--- src/rtl/riscv_pkg.sv ---
// Shared types and constants for the memory read-back (dump) path.
package riscv_pkg;

    typedef enum logic [1:0] {DUMP_IDLE, DUMP_REQ, DUMP_RESP, DUMP_DRAIN} dump_state_t;

    localparam int DUMP_FIFO_DEPTH = 2;
    localparam logic [3:0] OBI_BE_WORD = 4'hF;

endpackage

--- src/rtl/obi_intf.sv ---
// OBI bus bundle between a manager and an SSRAM responder.
interface obi_intf;

    logic        req;
    logic        gnt;
    logic [31:0] addr;
    logic        we;
    logic [3:0]  be;
    logic [31:0] wdata;
    logic        rvalid;
    logic [31:0] rdata;

    modport manager (
        output req, addr, we, be, wdata,
        input  gnt, rvalid, rdata
    );

    modport subordinate (
        input  req, addr, we, be, wdata,
        output gnt, rvalid, rdata
    );

endinterface

--- src/rtl/dump_fifo.sv ---
// Two-entry FIFO holding a read word plus its end-of-dump marker.
module dump_fifo
    import riscv_pkg::*;
(
    input  logic        clk,
    input  logic        rst,
    input  logic        push,
    input  logic        pop,
    input  logic [32:0] wr_data,
    output logic [32:0] rd_data,
    output logic        full,
    output logic        empty
);

    localparam int AW = $clog2(DUMP_FIFO_DEPTH);

    logic [32:0]   mem [DUMP_FIFO_DEPTH];
    logic [AW-1:0] wr_ptr;
    logic [AW-1:0] rd_ptr;
    logic [1:0]    count;
    logic          do_push;
    logic          do_pop;

    // A push into a full FIFO is accepted only when the head leaves in the same cycle.
    assign do_pop  = pop && !empty;
    assign do_push = push && (!full || do_pop);

    always_ff @(posedge clk) begin
        if (rst) begin
            wr_ptr <= '0;
            rd_ptr <= '0;
            count  <= '0;
            for (int k = 0; k < DUMP_FIFO_DEPTH; k++) begin
                mem[k] <= '0;
            end
        end else begin
            if (do_push) begin
                mem[wr_ptr] <= wr_data;
                wr_ptr      <= wr_ptr + 1'b1;
            end
            if (do_pop) begin
                rd_ptr <= rd_ptr + 1'b1;
            end
            count <= count + 2'(do_push) - 2'(do_pop);
        end
    end

    assign full    = (count == 2'(DUMP_FIFO_DEPTH));
    assign empty   = (count == 2'd0);
    assign rd_data = empty ? '0 : mem[rd_ptr];

endmodule

--- src/rtl/obi_mem_dump.sv ---
// OBI manager that reads LEN words from BASE_ADDR and streams them on a valid/ready port.
// Optional running sum of accepted words on CHECKSUM when OBI_DUMP_CHECKSUM_EN is defined.
module obi_mem_dump
    import riscv_pkg::*;
#(
    parameter logic [31:0] BASE_ADDR = 32'h0000_0000,
    parameter int          LEN_W     = 11
) (
    input  logic             CLK,
    input  logic             RST,
    input  logic             START,
    input  logic [LEN_W-1:0] LEN,
    obi_intf.manager         obi_intf_out,
    output logic [31:0]      DOUT,
    output logic             DOUT_VALID,
    input  logic             DOUT_READY,
    output logic             DOUT_LAST,
    output logic             BUSY,
    output logic             DONE
`ifdef OBI_DUMP_CHECKSUM_EN
    ,
    output logic [31:0]      CHECKSUM
`endif
);

    dump_state_t      state;
    dump_state_t      state_n;
    logic [LEN_W-1:0] word_idx;
    logic [LEN_W-1:0] idx_next;
    logic [LEN_W-1:0] len_q;
    logic             rsp_seen;
    logic             zero_done;
    logic             obi_req;
    logic             push;
    logic             pop;
    logic             last_word;
    logic             slot_free;
    logic [32:0]      fifo_rd;
    logic             fifo_full;
    logic             fifo_empty;

    assign idx_next  = word_idx + LEN_W'(1);
    assign last_word = (idx_next == len_q);
    assign push      = (state == DUMP_RESP) && obi_intf_out.rvalid && !rsp_seen;
    assign pop       = DOUT_VALID && DOUT_READY;

    // Occupancy after this cycle stays below two, so a new read can never overflow the FIFO.
    assign slot_free = pop || !(fifo_full || (push && !fifo_empty));

    always_comb begin
        state_n = state;
        obi_req = 1'b0;
        case (state)
            DUMP_IDLE: begin
                if (START && (LEN != '0)) begin
                    state_n = DUMP_REQ;
                end
            end
            DUMP_REQ: begin
                obi_req = 1'b1;
                if (obi_intf_out.gnt) begin
                    state_n = DUMP_RESP;
                end
            end
            DUMP_RESP: begin
                if (push && last_word) begin
                    state_n = DUMP_DRAIN;
                end else if ((push || rsp_seen) && slot_free) begin
                    state_n = DUMP_REQ;
                end
            end
            DUMP_DRAIN: begin
                if (fifo_empty) begin
                    state_n = DUMP_IDLE;
                end
            end
            default: state_n = DUMP_IDLE;
        endcase
    end

    // rsp_seen marks a RESP cycle whose word is already buffered while waiting for credit.
    always_ff @(posedge CLK) begin
        if (RST) begin
            state     <= DUMP_IDLE;
            word_idx  <= '0;
            len_q     <= '0;
            rsp_seen  <= 1'b0;
            zero_done <= 1'b0;
        end else begin
            state     <= state_n;
            zero_done <= (state == DUMP_IDLE) && START && (LEN == '0);
            rsp_seen  <= (state_n == DUMP_RESP) && (rsp_seen || push);
            if ((state == DUMP_IDLE) && START) begin
                word_idx <= '0;
                len_q    <= LEN;
            end else if (push) begin
                word_idx <= idx_next;
            end
        end
    end

    dump_fifo u_fifo (
        .clk     (CLK),
        .rst     (RST),
        .push    (push),
        .pop     (pop),
        .wr_data ({last_word, obi_intf_out.rdata}),
        .rd_data (fifo_rd),
        .full    (fifo_full),
        .empty   (fifo_empty)
    );

    assign obi_intf_out.req   = obi_req;
    assign obi_intf_out.addr  = BASE_ADDR + (32'(word_idx) << 2);
    assign obi_intf_out.we    = 1'b0;
    assign obi_intf_out.be    = OBI_BE_WORD;
    assign obi_intf_out.wdata = '0;

    assign DOUT       = fifo_rd[31:0];
    assign DOUT_LAST  = fifo_rd[32];
    assign DOUT_VALID = !fifo_empty;
    assign BUSY       = (state != DUMP_IDLE);
    assign DONE       = zero_done || ((state == DUMP_DRAIN) && fifo_empty);

`ifdef OBI_DUMP_CHECKSUM_EN
    always_ff @(posedge CLK) begin
        if (RST) begin
            CHECKSUM <= '0;
        end else if ((state == DUMP_IDLE) && START) begin
            CHECKSUM <= '0;
        end else if (pop) begin
            CHECKSUM <= CHECKSUM + DOUT;
        end
    end
`endif

endmodule

--- src/flat_wrapper.sv ---
// flat-port wrapper written by rule: the top's interface ports become plain ports
module obi_mem_dump_flat import riscv_pkg::*;
#(
    parameter logic [31:0] BASE_ADDR = 32'h0000_0000,
    parameter int          LEN_W     = 11
)
  (CLK, RST, START, LEN, DOUT, DOUT_VALID, DOUT_READY, DOUT_LAST, BUSY, DONE, obi_intf_out_req, obi_intf_out_addr, obi_intf_out_we, obi_intf_out_be, obi_intf_out_wdata, obi_intf_out_gnt, obi_intf_out_rvalid, obi_intf_out_rdata);
  obi_intf obi_intf_out_i ();
  input  logic CLK;
  input  logic RST;
  input  logic START;
  input  logic [LEN_W-1:0] LEN;
  output logic [31:0] DOUT;
  output logic DOUT_VALID;
  input  logic DOUT_READY;
  output logic DOUT_LAST;
  output logic BUSY;
  output logic DONE;
  output wire logic [$bits(obi_intf_out_i.req)-1:0] obi_intf_out_req;
  output wire logic [$bits(obi_intf_out_i.addr)-1:0] obi_intf_out_addr;
  output wire logic [$bits(obi_intf_out_i.we)-1:0] obi_intf_out_we;
  output wire logic [$bits(obi_intf_out_i.be)-1:0] obi_intf_out_be;
  output wire logic [$bits(obi_intf_out_i.wdata)-1:0] obi_intf_out_wdata;
  input wire logic [$bits(obi_intf_out_i.gnt)-1:0] obi_intf_out_gnt;
  input wire logic [$bits(obi_intf_out_i.rvalid)-1:0] obi_intf_out_rvalid;
  input wire logic [$bits(obi_intf_out_i.rdata)-1:0] obi_intf_out_rdata;
  assign obi_intf_out_req = obi_intf_out_i.req;
  assign obi_intf_out_addr = obi_intf_out_i.addr;
  assign obi_intf_out_we = obi_intf_out_i.we;
  assign obi_intf_out_be = obi_intf_out_i.be;
  assign obi_intf_out_wdata = obi_intf_out_i.wdata;
  assign obi_intf_out_i.gnt = obi_intf_out_gnt;
  assign obi_intf_out_i.rvalid = obi_intf_out_rvalid;
  assign obi_intf_out_i.rdata = obi_intf_out_rdata;
  obi_mem_dump #(.BASE_ADDR(BASE_ADDR), .LEN_W(LEN_W)) u_core (.CLK(CLK), .RST(RST), .START(START), .LEN(LEN), .obi_intf_out(obi_intf_out_i), .DOUT(DOUT), .DOUT_VALID(DOUT_VALID), .DOUT_READY(DOUT_READY), .DOUT_LAST(DOUT_LAST), .BUSY(BUSY), .DONE(DONE));
endmodule
--- config.mk ---
export PLATFORM = sky130hd
export DESIGN_NAME = obi_mem_dump_flat
export DESIGN_NICKNAME = d
export VERILOG_FILES = /design/src/rtl/riscv_pkg.sv /design/src/rtl/obi_intf.sv /design/src/rtl/dump_fifo.sv /design/src/rtl/obi_mem_dump.sv /design/src/flat_wrapper.sv
export SDC_FILE = /design/constraint.sdc
export NUM_CORES = 1
export LEC_CHECK = 0
export CORE_MARGIN = 3
export CORE_UTILIZATION = 30
export CTS_CLUSTER_SIZE = 16
export DETAILED_ROUTE_END_ITERATION = 12
export GPL_TIMING_DRIVEN = 1
export PLACE_DENSITY = 0.68
export REMOVE_ABC_BUFFERS = 1
export SKIP_CTS_REPAIR_TIMING = 1
export SLEW_MARGIN = 20
export SYNTH_ARGS = -nofsm -noshare
export SYNTH_HDL_FRONTEND = slang
export SYNTH_SLANG_ARGS = --single-unit
export TNS_END_PERCENT = 30
--- constraint.sdc ---
create_clock -name CLK -period 2.8 [get_ports CLK]
set_clock_uncertainty 0.05 [all_clocks]
set_input_delay 0.28 -clock CLK [delete_from_list [all_inputs] [get_ports CLK]]
set_output_delay 0.28 -clock CLK [all_outputs]
set_load 0.005 [all_outputs]
==> Word level (Yosys, flattened, before mapping) <==
Memories as Yosys holds them, arrays and structs flattened. A register that Yosys moved wholly into a read port is not among the register bits.
Cells that the tools add are included.
{ "word_totals": {"output_inout_bits": 106, "register_bits": 30, "mem_bits_rw": 66, "n_memories": 1, "elab_cells": 67} }
{ "op_classes": {"add_sub_neg": 5, "n_reduce_logical": 29, "eq_ne": 6, "n_mux": 18} }
{ "memory_table": {"columns": ["name", "depth", "width", "rd", "rd_clocked_by_memory_dff", "wr", "line", "source"], "rows": [
  ["u_core.u_fifo.mem", 2, 33, 1, 1, 2, "dump_fifo.sv:17", "logic [32:0] mem [DUMP_FIFO_DEPTH];"]
]} }
{ "ops": {"columns": ["op", "n"], "rows": [
  ["2-to-1 mux 33 bit", 2],
  ["OR reduction 33 bit", 1],
  ["logical AND 1 bit", 13],
  ["adder 11 x 1 -> 11 bit (second input constant)", 1],
  ["== test 11 bit", 1],
  ["zero test 11 bit", 1],
  ["nonzero test 11 bit", 1],
  ["2-to-1 mux 1 bit", 10],
  ["2-to-1 mux 2 bit", 5],
  ["== test 2 bit (second input constant)", 4],
  ["case mux 2 bit (4 select lines)", 1],
  ["logical OR 1 bit", 5],
  ["zero test 1 bit", 4],
  ["zero test 2 bit", 2],
  ["adder 1 bit (second input constant)", 2],
  ["adder 2 x 1 -> 2 bit", 1],
  ["== test 2 x 1 -> 1 bit (second input constant)", 1],
  ["nonzero test 2 bit", 1],
  ["OR reduction 2 bit", 1],
  ["subtractor 2 x 1 -> 2 bit", 1]
]} }

==> Logic depth before layout (Yosys ltp) <==
{ "logic_depth": {"word_depth": 13, "ltp_mapped": 11, "depth_no_buf": 9} }

==> Cells and area by module <==
From an unflattened synthesis, not the netlist that was laid out.
{ "unflattened": {"cells_unflattened": 475, "hier_area_um2": 5147.4} }
{ "modules_own_cells": {"columns": ["module", "instances", "area_each_um2", "cells_each"], "rows": [
  ["dump_fifo", 1, 3224.3, 245],
  ["obi_mem_dump", 1, 1923.1, 230]
]} }

==> Worst setup path before layout <==
OpenSTA, ideal clock, no wires.
{ "synth_path": {"kind": "register to register", "from": "register u_core.state[0]", "to": "memory u_core.u_fifo.mem[0][0] (enable)", "stages_incl_launch_ff": 6, "t_required_ps": 2320, "t_arrival_ps": 2440, "setup_time_ps": 430, "slack_ps": -121, "n_path_buf": 1, "path_cell_list": "dfxtp_1 clkbuf_1 nand3b_1 nor2_1 nand2_1 o21bai_1"} }
{ "synth_lines": {"columns": ["item", "line", "source"], "rows": [
  ["start: declaration", "obi_mem_dump.sv:26", "dump_state_t state;"],
  ["start signal: assignment", "obi_mem_dump.sv:90", "state <= state_n;"],
  ["end: declaration", "dump_fifo.sv:17", null]
]} }

==> results.md <==
- Status: finished clean
- Die width: 136 um
- Prevailing post-synth register cell: edfxtp_1
- Post-route DRC: 0
- Worst path top cell family by delay: buffers and inverters
- Clock Latency Late Sink: 0.34 ns
- Commonest non-fill, non-tap cell in the layout: clkdlybuf4s50_1
- Final Hold Viols: 0
- Layout cells sized above 1: 6.37%
- Max-Cap Viols: 0
- Post-synthesis compound-gate area fraction: 5.64%
- Hold WC Path Type: reg2reg
- H-tree levels: 3
- Crit end category: output pin
- Via/cell ratio: 4.35
- F_max: 0.428 GHz
- Area after DPL: 6100 um^2
- Initial antenna violation count: 1
- R2r endpoint: u_core.state[0]$_SDFF_PP0_
- Core Region: 16200 um^2
- Max FO, Critical Path: 21
- Syn Area/Cell: 10.4 um^2
- CTS Buf Count: 9
- Setup crit start kind: flop
- RSZ-0062 raised after global routing: no
- Crit path DAT: 2.01 ns
- Main combinational cell family by area after synthesis: simple AND/OR/NAND/NOR gates
- Cell Area, Synth: 5040 um^2
- Die Height: 136 um
- Post-synthesis sequential area ratio: 51.7%
- Worst Max-Slew Pin Slew: 0.516 ns
- Reg-to-Reg Start: u_core.word_idx[0]$_SDFFE_PP0P_
- Tcrit/Tclk final: 83.4%
- Synth warn: 0
- Required @ worst endpoint: 2.47 ns
- XOR/XNOR share of the synthesized area: 4.47%
- Post-synth EDFFs: 66
- Die area: 18400 um^2
- Initial DRC count: 179
- Final ANT Viol Nets: 0
- Total GRT Usage: 12.2%
- Starting Density: 31.2%
- Total number of vias: 3470
- Root buf cell: clkbuf_16
- Worst-path clk slew: 0.07 ns
- Synth Register Bits: 97
- Leakage Power: 2.39 nW
- Slew margin rel.: 65.5%
- Endpoints failing setup: 0
- Largest net degree at the start of global routing: 35
- Hold Path End: u_core.len_q[6]$_SDFFE_PP0P_
- Mux cell area share after synthesis: 6.75%
- Nets: 627
- Hold path startpoint: u_core.len_q[6]$_SDFFE_PP0P_
- Final core occ: 39.6%
- Critical path buffer and inverter count: 2
- Post-synthesis simple-gate area fraction: 19.9%
- Fill cell count: 1578
- Maximum clock path buffer count: 2
- CTS tree: built
- Diode count: 0
- Max-slew violation count: 0
- Crit path max-delay cell type: dfxtp_2
- Final worst-path setup slack: 0.465 ns
- Yosys cell types: 44
- GRT overflow: 0
- Final WL: 10900 um
- CP peak stage delay: 0.61 ns
- R2R cell count: 7
- Critical Path Stages: 4
- Drt wl/cell: 13.7 um
- Setup TNS: 0 ns
- Most frequent cells in the layout: clkdlybuf4s50_1 (96), and2_1 (66), edfxtp_1 (66)
- First-pass GRT wire length: 17700 um
- Area growth syn-to-layout: 27.1%
- Vias in the first global route: 3542
- Share of flip-flops with an asynchronous set or reset: 0%
- I/O Pins: 155
- PortBufs: 96
- Cell area after layout: 6400 um^2
- Setup CP Type: reg2out
- Hold Path Stages: 2
- CP cell instances: buf_12, mux2i_1, nor2_1, clkdlybuf4s50_1
- First-pass DRT Iterations: 4
- Hpwl dp: 7830 um
- Cell Pwr Density: 656 nW/um^2
- Final min period: 2.34 ns
- Post-Synth Adder-Cell Area: 0.497%
- GPL Wtd Cong: 0.802
- IR drop worst, VDD: 0.000283 V
- Pre-CTS setup slack: 0.544 ns
- Mapped Cells: 483
- Clock sinks: 97
- R2r setup slk: 0.51 ns
- Row Count: 46
## cell usage after synthesis, types with 2 or more instances
| cell type | instances | area, um^2 |
|---|---|---|
| or2_2 | 2 | 12.5 |
| and2_1 | 66 | 413 |
| nor2_1 | 57 | 214 |
| and3_1 | 4 | 25.0 |
| nor3_1 | 5 | 25.0 |
| edfxtp_1 | 66 | 1980 |
| buf_4 | 58 | 435 |
| or3_1 | 5 | 31.3 |
| clkbuf_1 | 20 | 75.1 |
| inv_1 | 5 | 18.8 |
| dfxtp_1 | 31 | 621 |
| a21oi_1 | 20 | 100 |
| mux2i_1 | 34 | 340 |
| xnor2_1 | 7 | 61.3 |
| nand3b_1 | 2 | 15.0 |
| o22ai_1 | 2 | 12.5 |
| xor2_1 | 16 | 140 |
| conb_1 | 2 | 7.51 |
| nand2_1 | 38 | 143 |
| nor4_1 | 2 | 12.5 |
| nand4_1 | 2 | 12.5 |
| nand2b_1 | 6 | 37.5 |
| o21ai_0 | 4 | 20.0 |
| ha_1 | 2 | 25.0 |
| nand3_1 | 8 | 40.0 |
## flip-flops by register name, summed over array words and instances, names as in the netlist, named ones only
name	count
u_core.u_fifo.mem	66
u_core.word_idx	11
u_core.u_fifo.wr_ptr	1
u_core.zero_done	1
u_core.len_q	11
u_core.rsp_seen	1
u_core.u_fifo.count	2
u_core.u_fifo.rd_ptr	1
u_core.state	2
## cell type report
type,count,area [um^2],share of cell area [%]
clock buffer,12,258,4.02
clock inverter,4,51.3,0.801
inverter,6,22.5,0.352
multi-input combinational,356,2130,33.2
sequential,97,2600,40.7
tap,216,270,4.22
timing repair buffer,106,1070,16.8
## logic make-up after synthesis
family | Yosys count
simple gates | 200
flops | 97
buf+inv | 86
compound gates | 38
mux | 34
xor+xnor | 24
fa+ha+maj | 2
other cells | 2
## worst reg2reg max path: cells and delay by family, from the launching register on
family          cells  cell delay (ns)
compound gates      2             0.70
fa+ha+maj           1             0.24
flops               1             0.46
mux                 1             0.20
simple gates        3             0.55
## how the worst max path moves through the flow
stage                                            endpoint  slack, ns                       startpoint
floorplan           u_core.u_fifo.mem[1][0]$_SDFFCE_PN0P_      -0.73       u_core.state[0]$_SDFF_PP0_
global placement        u_core.u_fifo.count[1]$_SDFF_PP0_       0.63              obi_intf_out_rvalid
detailed placement             u_core.state[0]$_SDFF_PP0_       0.54  u_core.word_idx[0]$_SDFFE_PP0P_
CTS                                              DOUT[13]       0.38                             flop
global route                                     DOUT[13]       0.32                             flop
finish                                           DOUT[13]       0.46                             flop
## layer usage
layer  part of all wire [%]  track usage (%)
met2                     48             20.3
met1                     42             14.7
met5                   0.12                0
met4                    1.1             3.36
met3                    9.0             4.94
## stage by stage
stage                     power (W)  hold WS [ns]  std cells
after floorplan             0.00232         0.295        459
after global placement      0.00298         0.409        781
after detailed placement    0.00301         0.415        781
after CTS                   0.00429         0.423        797
after global routing        0.00445         0.449        797
final                       0.00420         0.422        797
## power by group
group	switching [W]	internal, W
Combinational	0.000586	0.000643
Clock	0.000516	0.000748
Sequential	0.000102	0.00161
(Power assumes the default switching activity.)
